**src/rtl/ex_md_pkg.sv**
```systemverilog
// ---------------------------------------------------------------------------
// ex_md_pkg
// Shared definitions for the EX-stage multiply/divide unit:
//   - md_state_e   : control FSM states (IDLE / CALC / DONE)
//   - F3_*         : FUNC3 encodings of the M-extension operations
//   - op1_is_signed / op2_is_signed : which operand is treated as two's
//                    complement for a given FUNC3
// ---------------------------------------------------------------------------
package ex_md_pkg;

    typedef enum logic [1:0] {
        ST_IDLE = 2'd0,
        ST_CALC = 2'd1,
        ST_DONE = 2'd2
    } md_state_e;

    localparam logic [2:0] F3_MUL    = 3'b000;
    localparam logic [2:0] F3_MULH   = 3'b001;
    localparam logic [2:0] F3_MULHSU = 3'b010;
    localparam logic [2:0] F3_MULHU  = 3'b011;
    localparam logic [2:0] F3_DIV    = 3'b100;
    localparam logic [2:0] F3_DIVU   = 3'b101;
    localparam logic [2:0] F3_REM    = 3'b110;
    localparam logic [2:0] F3_REMU   = 3'b111;

    // MUL only needs the low product half, which is identical for signed and
    // unsigned operands, so it is run unsigned and never needs a fixup.
    function automatic logic op1_is_signed(input logic [2:0] f3);
        return (f3 == F3_MULH) || (f3 == F3_MULHSU) ||
               (f3 == F3_DIV)  || (f3 == F3_REM);
    endfunction

    function automatic logic op2_is_signed(input logic [2:0] f3);
        return (f3 == F3_MULH) || (f3 == F3_DIV) || (f3 == F3_REM);
    endfunction

endpackage

```
**src/rtl/md_iter_core.sv**
```systemverilog
// ---------------------------------------------------------------------------
// md_iter_core
// One iteration of the unsigned multiply / divide datapath (purely
// combinational; the accumulator registers live in the parent).
//
// Multiply (shift-add): {acc_hi, acc_lo} is the partial product with the
//   unconsumed multiplier bits in acc_lo.  If acc_lo[0] is set, operand
//   (multiplicand) is added to acc_hi, then the whole pair shifts right.
// Divide (restoring): acc_hi is the partial remainder, acc_lo holds the
//   remaining dividend bits (MSB first) and collects quotient bits at the
//   LSB.  operand is the divisor.
//
// Ports:
//   is_div      : 1 = divide step, 0 = multiply step
//   acc_hi      : high accumulator (product high / remainder)
//   acc_lo      : low accumulator  (multiplier / dividend->quotient)
//   operand     : multiplicand or divisor magnitude
//   acc_hi_next : high accumulator after this iteration
//   acc_lo_next : low accumulator after this iteration
// ---------------------------------------------------------------------------
module md_iter_core #(
    parameter int XLEN = 32
) (
    input  logic            is_div,
    input  logic [XLEN-1:0] acc_hi,
    input  logic [XLEN-1:0] acc_lo,
    input  logic [XLEN-1:0] operand,
    output logic [XLEN-1:0] acc_hi_next,
    output logic [XLEN-1:0] acc_lo_next
);

    logic [XLEN:0] mul_sum;
    logic [XLEN:0] div_shift;
    logic [XLEN:0] div_diff;
    logic          div_ge;

    always_comb begin
        mul_sum   = {1'b0, acc_hi} + (acc_lo[0] ? {1'b0, operand} : '0);
        div_shift = {acc_hi, acc_lo[XLEN-1]};
        div_diff  = div_shift - {1'b0, operand};
        // The partial remainder is always below the divisor, so the shifted
        // value is below 2*divisor.  With its MSB set it must exceed the
        // divisor; otherwise the wrap bit of the difference is the borrow.
        div_ge    = div_shift[XLEN] | ~div_diff[XLEN];

        if (is_div) begin
            if (div_ge) begin
                acc_hi_next = div_diff[XLEN-1:0];
                acc_lo_next = {acc_lo[XLEN-2:0], 1'b1};
            end else begin
                acc_hi_next = div_shift[XLEN-1:0];
                acc_lo_next = {acc_lo[XLEN-2:0], 1'b0};
            end
        end else begin
            acc_hi_next = mul_sum[XLEN:1];
            acc_lo_next = {mul_sum[0], acc_lo[XLEN-1:1]};
        end
    end

endmodule

```
**src/rtl/ex_muldiv_unit.sv**
```systemverilog
// ---------------------------------------------------------------------------
// ex_muldiv_unit
// Iterative RV32M-style multiply/divide unit for the EX stage.  Operands are
// converted to magnitudes when the op is signed, run through XLEN iterations
// of md_iter_core, and sign-corrected on the way into RESULT.  Divide by zero
// and signed overflow bypass the iterations and complete in one cycle.
//
// Ports:
//   CLK    : clock, all state changes on the rising edge
//   RESET  : synchronous active-high reset
//   START  : op request (level, held by ID/EX)
//   FUNC3  : operation select (see ex_md_pkg F3_*)
//   OP1    : rs1 value
//   OP2    : rs2 value
//   HOLD   : downstream freeze, keeps a finished result in DONE
//   FLUSH  : kill the in-flight op, back to IDLE
//   RESULT : registered result
//   VALID  : RESULT valid (high exactly in DONE)
//   STALL  : freeze IF/ID/EX while an op is being accepted or computed
//   BUSY   : FSM not in IDLE
// ---------------------------------------------------------------------------
module ex_muldiv_unit
    import ex_md_pkg::*;
#(
    parameter int XLEN  = 32,
    parameter int CNT_W = $clog2(XLEN) + 1
) (
    input  logic            CLK,
    input  logic            RESET,
    input  logic            START,
    input  logic [2:0]      FUNC3,
    input  logic [XLEN-1:0] OP1,
    input  logic [XLEN-1:0] OP2,
    input  logic            HOLD,
    input  logic            FLUSH,
    output logic [XLEN-1:0] RESULT,
    output logic            VALID,
    output logic            STALL,
    output logic            BUSY
);

    localparam logic [XLEN-1:0] MIN_NEG = {1'b1, {(XLEN-1){1'b0}}};

    md_state_e       state_reg;
    logic [2:0]      func3_reg;
    logic            neg_res_reg;   // negate product / quotient
    logic            neg_rem_reg;   // negate remainder (dividend sign)
    logic [XLEN-1:0] acc_hi_reg;
    logic [XLEN-1:0] acc_lo_reg;
    logic [XLEN-1:0] opb_reg;       // multiplicand or divisor magnitude
    logic [XLEN-1:0] result_reg;
    logic [CNT_W-1:0] cnt_reg;

    // ---------------- operand decode at acceptance ----------------
    logic            op1_neg;
    logic            op2_neg;
    logic [XLEN-1:0] op1_mag;
    logic [XLEN-1:0] op2_mag;
    logic            div_by_zero;
    logic            div_ovf;
    logic            special;
    logic [XLEN-1:0] special_result;

    always_comb begin
        op1_neg     = op1_is_signed(FUNC3) & OP1[XLEN-1];
        op2_neg     = op2_is_signed(FUNC3) & OP2[XLEN-1];
        op1_mag     = op1_neg ? -OP1 : OP1;
        op2_mag     = op2_neg ? -OP2 : OP2;

        div_by_zero = FUNC3[2] & (OP2 == '0);
        // Only the signed divide/remainder ops (FUNC3[0] = 0) can overflow.
        div_ovf     = FUNC3[2] & ~FUNC3[0] & (OP1 == MIN_NEG) & (OP2 == '1);
        special     = div_by_zero | div_ovf;

        // FUNC3[1] separates remainder from quotient within the divide group.
        if (div_by_zero) begin
            special_result = FUNC3[1] ? OP1 : '1;
        end else begin
            special_result = FUNC3[1] ? '0 : OP1;
        end
    end

    // ---------------- iteration datapath ----------------
    logic [XLEN-1:0] acc_hi_next;
    logic [XLEN-1:0] acc_lo_next;

    md_iter_core #(
        .XLEN        (XLEN)
    ) u_core (
        .is_div      (func3_reg[2]),
        .acc_hi      (acc_hi_reg),
        .acc_lo      (acc_lo_reg),
        .operand     (opb_reg),
        .acc_hi_next (acc_hi_next),
        .acc_lo_next (acc_lo_next)
    );

    // ---------------- sign fixup of the final iteration ----------------
    // Taken from the core's next-state outputs so RESULT is loaded on the
    // same edge that completes the last iteration.
    logic [2*XLEN-1:0] prod_raw;
    logic [2*XLEN-1:0] prod_fix;
    logic [XLEN-1:0]   quot_fix;
    logic [XLEN-1:0]   rem_fix;
    logic [XLEN-1:0]   final_result;

    always_comb begin
        prod_raw = {acc_hi_next, acc_lo_next};
        prod_fix = neg_res_reg ? -prod_raw : prod_raw;
        quot_fix = neg_res_reg ? -acc_lo_next : acc_lo_next;
        rem_fix  = neg_rem_reg ? -acc_hi_next : acc_hi_next;

        case (func3_reg)
            F3_MUL:                         final_result = prod_fix[XLEN-1:0];
            F3_MULH, F3_MULHSU, F3_MULHU:   final_result = prod_fix[2*XLEN-1:XLEN];
            F3_DIV, F3_DIVU:                final_result = quot_fix;
            default:                        final_result = rem_fix;
        endcase
    end

    // ---------------- control FSM ----------------
    always_ff @(posedge CLK) begin
        if (RESET) begin
            state_reg   <= ST_IDLE;
            func3_reg   <= '0;
            neg_res_reg <= 1'b0;
            neg_rem_reg <= 1'b0;
            acc_hi_reg  <= '0;
            acc_lo_reg  <= '0;
            opb_reg     <= '0;
            result_reg  <= '0;
            cnt_reg     <= '0;
        end else if (FLUSH) begin
            state_reg <= ST_IDLE;
            cnt_reg   <= '0;
        end else begin
            case (state_reg)
                ST_IDLE: begin
                    if (START) begin
                        func3_reg   <= FUNC3;
                        neg_res_reg <= op1_neg ^ op2_neg;
                        neg_rem_reg <= op1_neg;
                        acc_hi_reg  <= '0;
                        if (FUNC3[2]) begin
                            acc_lo_reg <= op1_mag;   // dividend
                            opb_reg    <= op2_mag;   // divisor
                        end else begin
                            acc_lo_reg <= op2_mag;   // multiplier
                            opb_reg    <= op1_mag;   // multiplicand
                        end
                        if (special) begin
                            result_reg <= special_result;
                            state_reg  <= ST_DONE;
                        end else begin
                            cnt_reg   <= CNT_W'(XLEN);
                            state_reg <= ST_CALC;
                        end
                    end
                end
                ST_CALC: begin
                    acc_hi_reg <= acc_hi_next;
                    acc_lo_reg <= acc_lo_next;
                    cnt_reg    <= cnt_reg - CNT_W'(1);
                    if (cnt_reg == CNT_W'(1)) begin
                        result_reg <= final_result;
                        state_reg  <= ST_DONE;
                    end
                end
                ST_DONE: begin
                    if (!HOLD) begin
                        state_reg <= ST_IDLE;
                    end
                end
                default: state_reg <= ST_IDLE;
            endcase
        end
    end

    assign RESULT = result_reg;
    assign VALID  = (state_reg == ST_DONE);
    assign BUSY   = (state_reg != ST_IDLE);
    assign STALL  = ~RESET & (((state_reg == ST_IDLE) & START & ~FLUSH) |
                              (state_reg == ST_CALC));

endmodule

```
**config.mk**
```make
export PLATFORM = sky130hd
export DESIGN_NAME = ex_muldiv_unit
export DESIGN_NICKNAME = d
export VERILOG_FILES = /design/src/rtl/ex_md_pkg.sv /design/src/rtl/md_iter_core.sv /design/src/rtl/ex_muldiv_unit.sv
export SDC_FILE = /design/constraint.sdc
export NUM_CORES = 1
export LEC_CHECK = 0
export CORE_MARGIN = 2
export CORE_UTILIZATION = 45
export DETAILED_ROUTE_END_ITERATION = 16
export SLEW_MARGIN = 20
export SYNTH_ARGS = -nofsm -noshare
export SYNTH_HDL_FRONTEND = slang
export SYNTH_HIERARCHICAL = 1
export SYNTH_SLANG_ARGS = --single-unit
```
**constraint.sdc**
```tcl
create_clock -name CLK -period 6.7 [get_ports CLK]
set_input_delay 2.01 -clock CLK [delete_from_list [all_inputs] [get_ports CLK]]
set_output_delay 2.01 -clock CLK [all_outputs]
set_load 0.05 [all_outputs]
```
==> results of run 1 <==
-- stage by stage --
step / power (µW) / instance area, µm² / hold slack, ps
after CTS: 3080 / 17800 / 459
after floorplan: 1630 / 15700 / 440
after global placement: 2040 / 17200 / 444
final: 3110 / 17800 / 457
after detailed placement: 2040 / 17200 / 450
after global routing: 3210 / 17800 / 488
-- final timing paths --
kind | from | to | slack, ps | depth (start not counted)
setup reg to reg | acc_lo_reg[31] | RESULT[30] | 560 | 20
hold reg to reg | RESULT[11] | RESULT[11] | 460 | 2
setup / recovery | acc_lo_reg[31] | RESULT[30] | 560 | 20
hold / removal | RESULT[11] | RESULT[11] | 460 | 2
-- power groups by stage --
stage / clock, µW / sequential, µW / combinational (µW)
final: 1050 / 911 / 1150
after global placement: 0 / 927 / 1110
after CTS: 1050 / 909 / 1110
after floorplan: 0 / 916 / 713
after detailed placement: 0 / 928 / 1110
after global routing: 1080 / 914 / 1210
-- logic make-up (layout without fill, tap and decap cells) --
kind of cell               count (synthesis)  in the layout
AOI/OAI and AO/OA                        746            746
buffers and inverters                    239            280
muxes                                     72             72
and+or+nand+nor                          795            795
xor gates and xnor gates                 150            150
other                                      0              1
adders and majority gates                 91             91
DFF                                      141            141
-- cells in the final DEF (no fill, tap or decap), drive strengths merged, types with 10 or more instances in the layout --
cell type      netlist  layout
or2                 16      16
nor3                64      64
xnor2               88      88
o21a                20      20
o31ai               28      28
mux2i               40      40
inv                 71      80
and2                49      49
clkbuf             134      18
or4                 25      25
and3                17      17
nor2               229     229
a22oi               43      43
clkdlybuf4s50        0     103
buf                 31      71
a31oi               28      28
a21oi              234     234
nand2              202     202
o41ai               19      19
nand3               54      54
o211ai              21      21
xor2                62      62
a32o                11      11
a311oi              11      11
a21o                26      26
maj3                18      18
o22ai               20      20
mux2                32      32
o221ai              10      10
or3                 21      21
dfxtp              141     141
nand4               30      30
nor4                34      34
a221oi              11      11
a211o               11      11
o21ai              158     158
a211oi              26      26
ha                  71      71
nand2b              18      18
nor2b               15      15
-- per-layer routing --
layer / share of wire [%] / global-route usage (%) / routed length [µm] / vias to the layer above
met5: 0.056 / 0 / 41 / -
li1: - / - / - / 8279
met4: 4.8 / 16.4 / 3510 / 6
met1: 40 / 49.2 / 29400 / 8644
met2: 45 / 64.6 / 33000 / 1053
met3: 9.3 / 8.92 / 6750 / 209
-- critical path: stages (launching register included) --
cell      delay (ps)
dfxtp_1          360
inv_1             70
ha_1             230
fa_1             410
nand2b_1         220
a21o_1           230
a211oi_4         330
a21oi_2          140
a31o_2           320
o31a_2           550
buf_4            270
nand2_1           70
nand2_1           50
o22a_1           320
or4_1            670
or4_1            550
nor4_1           490
o22ai_1          140
o31ai_1          220
nand4_1          120
a32o_1           250
-- final cells by class --
cell class,count,share of cell area (%)
sequential,141,15.8
timing repair buffer,174,8.75
clock inverter,14,0.969
inverter,74,1.56
tap,455,3.19
clock buffer,18,2.46
multi-input combinational,1854,67.2
antenna,1,0.0140
==> impl_metrics.ini, run 1 <==
[pwr]
swShare_pct = 41.0
power.leakage_uw = 0.00685
p_int_uw = 1830
p_clk_share_pct = 33.6
switchingPower_uw = 1280
comb_power_share_pct = 37.1
seqPwrFrac_pct = 29.3
powerDensity_mw_per_mm2 = 174
ir_worst_vdd_v = 0.000196

[clock_tree]
cts_made_buffers = 17
cts-root-buf = clkbuf_16
post-cts-setup-buffers = 0
cts_hold_buf = 0
clk_pin_slew_ps = 70
clock_path_buffers = 2
cts_resized = 0
cts_tree = built
clock-sinks = 141
clkLatencyLatePin_ps = 460
htree_levels = 4

[timing]
fmax_ghz = 0.163
period_share_pct = 91.6
fin_worst_skew_ps = 18.9
slew_viol_final = 0
hold_viol = 0
tightestPinTransition_ps = 1150
fin_setup_tns_ps = 0
finalSetupViolations = 0
rsz0062_at_grt = no
layout_setup_ws_ps = 564
maxSlewHeadroom_pct = 23.0
finalCriticalPeriod_ps = 6140

[cells_and_area]
syn2layout_area_growth_pct = 13.2
fill_cells = 3477
finish.net_count = 2407
seq_area_mm2 = 0.00282
layout-drive-gt1-share_pct = 8.57
final_util_pct = 51.6
fin_cells = 2731
multi_input_area_mm2 = 0.0120

[logic_synthesis]
synth_top_area_share_pct = 17.9
syn_area_per_cell_um2 = 7.05
netlist_area_mm2 = 0.0157
yosysWarnings = 6
synth-simple-area-share_pct = 24.8
synth_nets = 2379
syn_inst = 2234
synth_top_cell_by_area = dfxtp_1
synthAdderAreaFrac_pct = 7.06
synth.mux.area_fraction_pct = 4.83
synth_edf_count = 0
synth_area_leaders = dfxtp_1, a21oi_1, ha_1, nor2_1, xnor2_1
synth_compound_area_share_pct = 30.7
synth_xor_area_share_pct = 8.34
synth_common_cells = a21oi_1, nor2_1, nand2_1
synth_most_common_cell = a21oi_1
synth_seq_cells = 141
synth_ff_type = dfxtp_1
ys_types = 97
synth_top_family_by_area = compound AO/OA/AOI/OAI gates
synthArstFlopShare_pct = 0
synth-seq-area-share_pct = 17.9

[route]
routed_via_density = 6.66
first_pass_iters = 8
post-route-drc-count = 0
vias = 18200
ant_nets = 0
wirelength_mm = 72.7
wire_per_inst_um = 26.6
dr.first_iter.drc_count = 2091

[placed_design]
gp_congestion = 1.06
dp.cells = 2698
dp.final_hpwl_mm = 55.4
post-place-ws_ps = 744
io_buffers = 106

[floorplan]
fp.dieH_um = 191
core_area_mm2 = 0.0345
ioPinCount = 107
fp-row-count = 68
start_util_pct = 45.6
die_x_um = 191
dieArea_mm2 = 0.0365

[global_route]
grt_pass1_vias = 16900
antenna_found_initial = 3
globalRouteTotalUtil_pct = 39.2
grt_pass1_wl_mm = 107
grt_max_degree = 77
overflow = 0

[run_status]
outcome = completed

[critical_path]
cp_max_fo = 23
critPathArrivalTime_ps = 6490
endpoint_kind = flop
required_ps = 7050
start_kind = flop
critPathKind = reg2reg

[run]
max_cap_violations = 0

[worst_hold_path]
hp-class = reg2reg
Power figures use the tool's default switching activity.
==> run 2, diff against run 1 <==
CORE_ASPECT_RATIO = 0.7   (was default)
GPL_TIMING_DRIVEN = 1   (was default)
==> impl_metrics.ini, run 2 (synthesis gave the netlist of run 1 again) <==
[placed_design]
dp.cells = 2714
gp_congestion = 1.04
dp.final_hpwl_mm = 57.1
io_buffers = 106

[clock_tree]
cts_tree = built
clock-sinks = 141
clkLatencyLatePin_ps = 460
cts_made_buffers = 17
cts-root-buf = clkbuf_16
clk_pin_slew_ps = 60
clock_path_buffers = 2
post-cts-setup-buffers = 0
cts_hold_buf = 0
htree_levels = 4
cts_resized = 0

[critical_path]
reg2reg_slack_ps = 660
critPathArrivalTime_ps = 6380
reg2reg_from = acc_lo_reg[31]
start_kind = flop
cp_max_fo = 21
endpoint_kind = flop
r2r_cells = 19
critPathKind = reg2reg
rr_endpoint = RESULT[30]
required_ps = 7040

[floorplan]
die_x_um = 228
start_util_pct = 45.5
ioPinCount = 107
fp-row-count = 57
dieArea_mm2 = 0.0365
core_area_mm2 = 0.0346
fp.dieH_um = 161

[global_route]
grt_max_degree = 61
grt_pass1_wl_mm = 107
grt_pass1_vias = 16200
gr-usage-met1_pct = 60.8
grt.busiest_layer = met1
antenna_found_initial = 5
use_met2_pct = 51.2
overflow = 0
globalRouteTotalUtil_pct = 39.6
grtUsageMet3_pct = 12.3

[route]
dr.first_iter.drc_count = 2604
ant_nets = 0
wirelength_mm = 73.5
wire_per_inst_um = 26.8
vias = 18400
routed_via_density = 6.71
post-route-drc-count = 0
first_pass_iters = 6

[cells_and_area]
fill_cells = 3500
syn2layout_area_growth_pct = 13.5
final_common_cell = a21oi_1
finish.net_count = 2406
fin_cells = 2749
layout_common_cells = a21oi_1, nor2_1, nand2_1
layout-drive-gt1-share_pct = 8.44

[pwr]
seqPwrFrac_pct = 29.2
power.leakage_uw = 0.00685
switchingPower_uw = 1280
swShare_pct = 40.7
p_clk_share_pct = 33.7
powerDensity_mw_per_mm2 = 176
comb_power_share_pct = 37.1
ir_worst_vdd_v = 0.000205
p_int_uw = 1860

[timing]
finalSetupViolations = 0
rsz0062_at_grt = no
hold_viol = 0
fin_setup_tns_ps = 0
fin_worst_skew_ps = 14.4
fmax_ghz = 0.166
slew_viol_final = 0
finalCriticalPeriod_ps = 6040
period_share_pct = 90.2
maxSlewHeadroom_pct = 27.2
tightestPinTransition_ps = 1090

[run]
max_cap_violations = 0

[worst_hold_path]
min_from = RESULT[22]
hp-class = reg2reg
hold_path_depth = 2
whs_endpoint = RESULT[22]

[run_status]
outcome = completed
## run 2: cell types whose count changed in the layout (fill, tap and decap cells not counted)
| cell | delta |
|---|---|
| inv_8 | -5 |
| buf_4 | -3 |
| buf_12 | +2 |
| clkinv_4 | +2 |
| diode_2 | +2 |
| bufinv_16 | +1 |
| clkinvlp_4 | +1 |
| inv_6 | +1 |
| nor4_1 | +1 |
| nor4_2 | -1 |
| o21ai_1 | +1 |
| o21ai_2 | -1 |
## run 2: power by group through the flow
stage	Sequential, µW	Clock [µW]	Combinational [µW]
2_1_floorplan	916	0	713
3_3_place_gp	933	0	1110
3_5_place_dp	933	0	1110
4_1_cts	914	1050	1120
5_1_grt	920	1080	1230
6_report	916	1060	1160
## run 2: how the worst max path moves through the flow
stage | start | end | slack (ps) | depth (start not counted)
finish | acc_lo_reg[31] | RESULT[30] | 660 | 19
global route | acc_lo_reg[31] | RESULT[30] | 360 | 19
CTS | acc_lo_reg[31] | RESULT[30] | 830 | 19
detailed placement | acc_lo_reg[31] | RESULT[30] | 850 | 19
global placement | acc_lo_reg[31] | RESULT[30] | 930 | 19
floorplan | FLUSH | STALL | 1040 | 4
## run 2: final cells by class
| class | instances | area (µm²) | share of cell area [%] |
|---|---|---|---|
| Tap cell | 472 | 591 | 3.31 |
| Clock buffer | 18 | 439 | 2.46 |
| Antenna cell | 3 | 7.51 | 0.0420 |
| Inverter | 74 | 278 | 1.55 |
| Clock inverter | 14 | 180 | 1.01 |
| Sequential cell | 141 | 2820 | 15.8 |
| Multi-Input combinational cell | 1854 | 12000 | 67.0 |
| Timing Repair Buffer | 173 | 1580 | 8.82 |
## run 2: worst max-delay path, stage by stage, from the launching register on
cell      delay, ps
dfxtp_1         350
inv_1            60
ha_1            230
fa_1            400
nand2b_1        170
a21o_1          220
a211oi_4        280
a21oi_2         150
a31o_2          310
o31a_2          540
buf_4           260
a21oi_1         160
a21oi_1         280
nor4_1          850
nand4_1         410
nor4_1          490
o22ai_1         140
o31ai_1         230
nand4_1         120
a32o_1          250
## run 2: per-layer routing
metal,share of wire (%),up-vias
met2,38,1165
met3,14,114
met5,0.018,-
li1,-,8301
met4,2.8,2
met1,45,8859
## run 2: stage by stage
stage / util (%) / total power, µW / setup WS, ps / area, µm² / hold WS [ps]
finish: 51.7 / 3140 / 659 / 17900 / 467
detailed placement: 49.8 / 2040 / 853 / 17200 / 456
global route: 51.6 / 3230 / 359 / 17900 / 479
floorplan: - / 1630 / 1040 / 15700 / 440
global placement: 49.8 / 2040 / 928 / 17200 / 448
CTS: 51.6 / 3080 / 832 / 17900 / 467
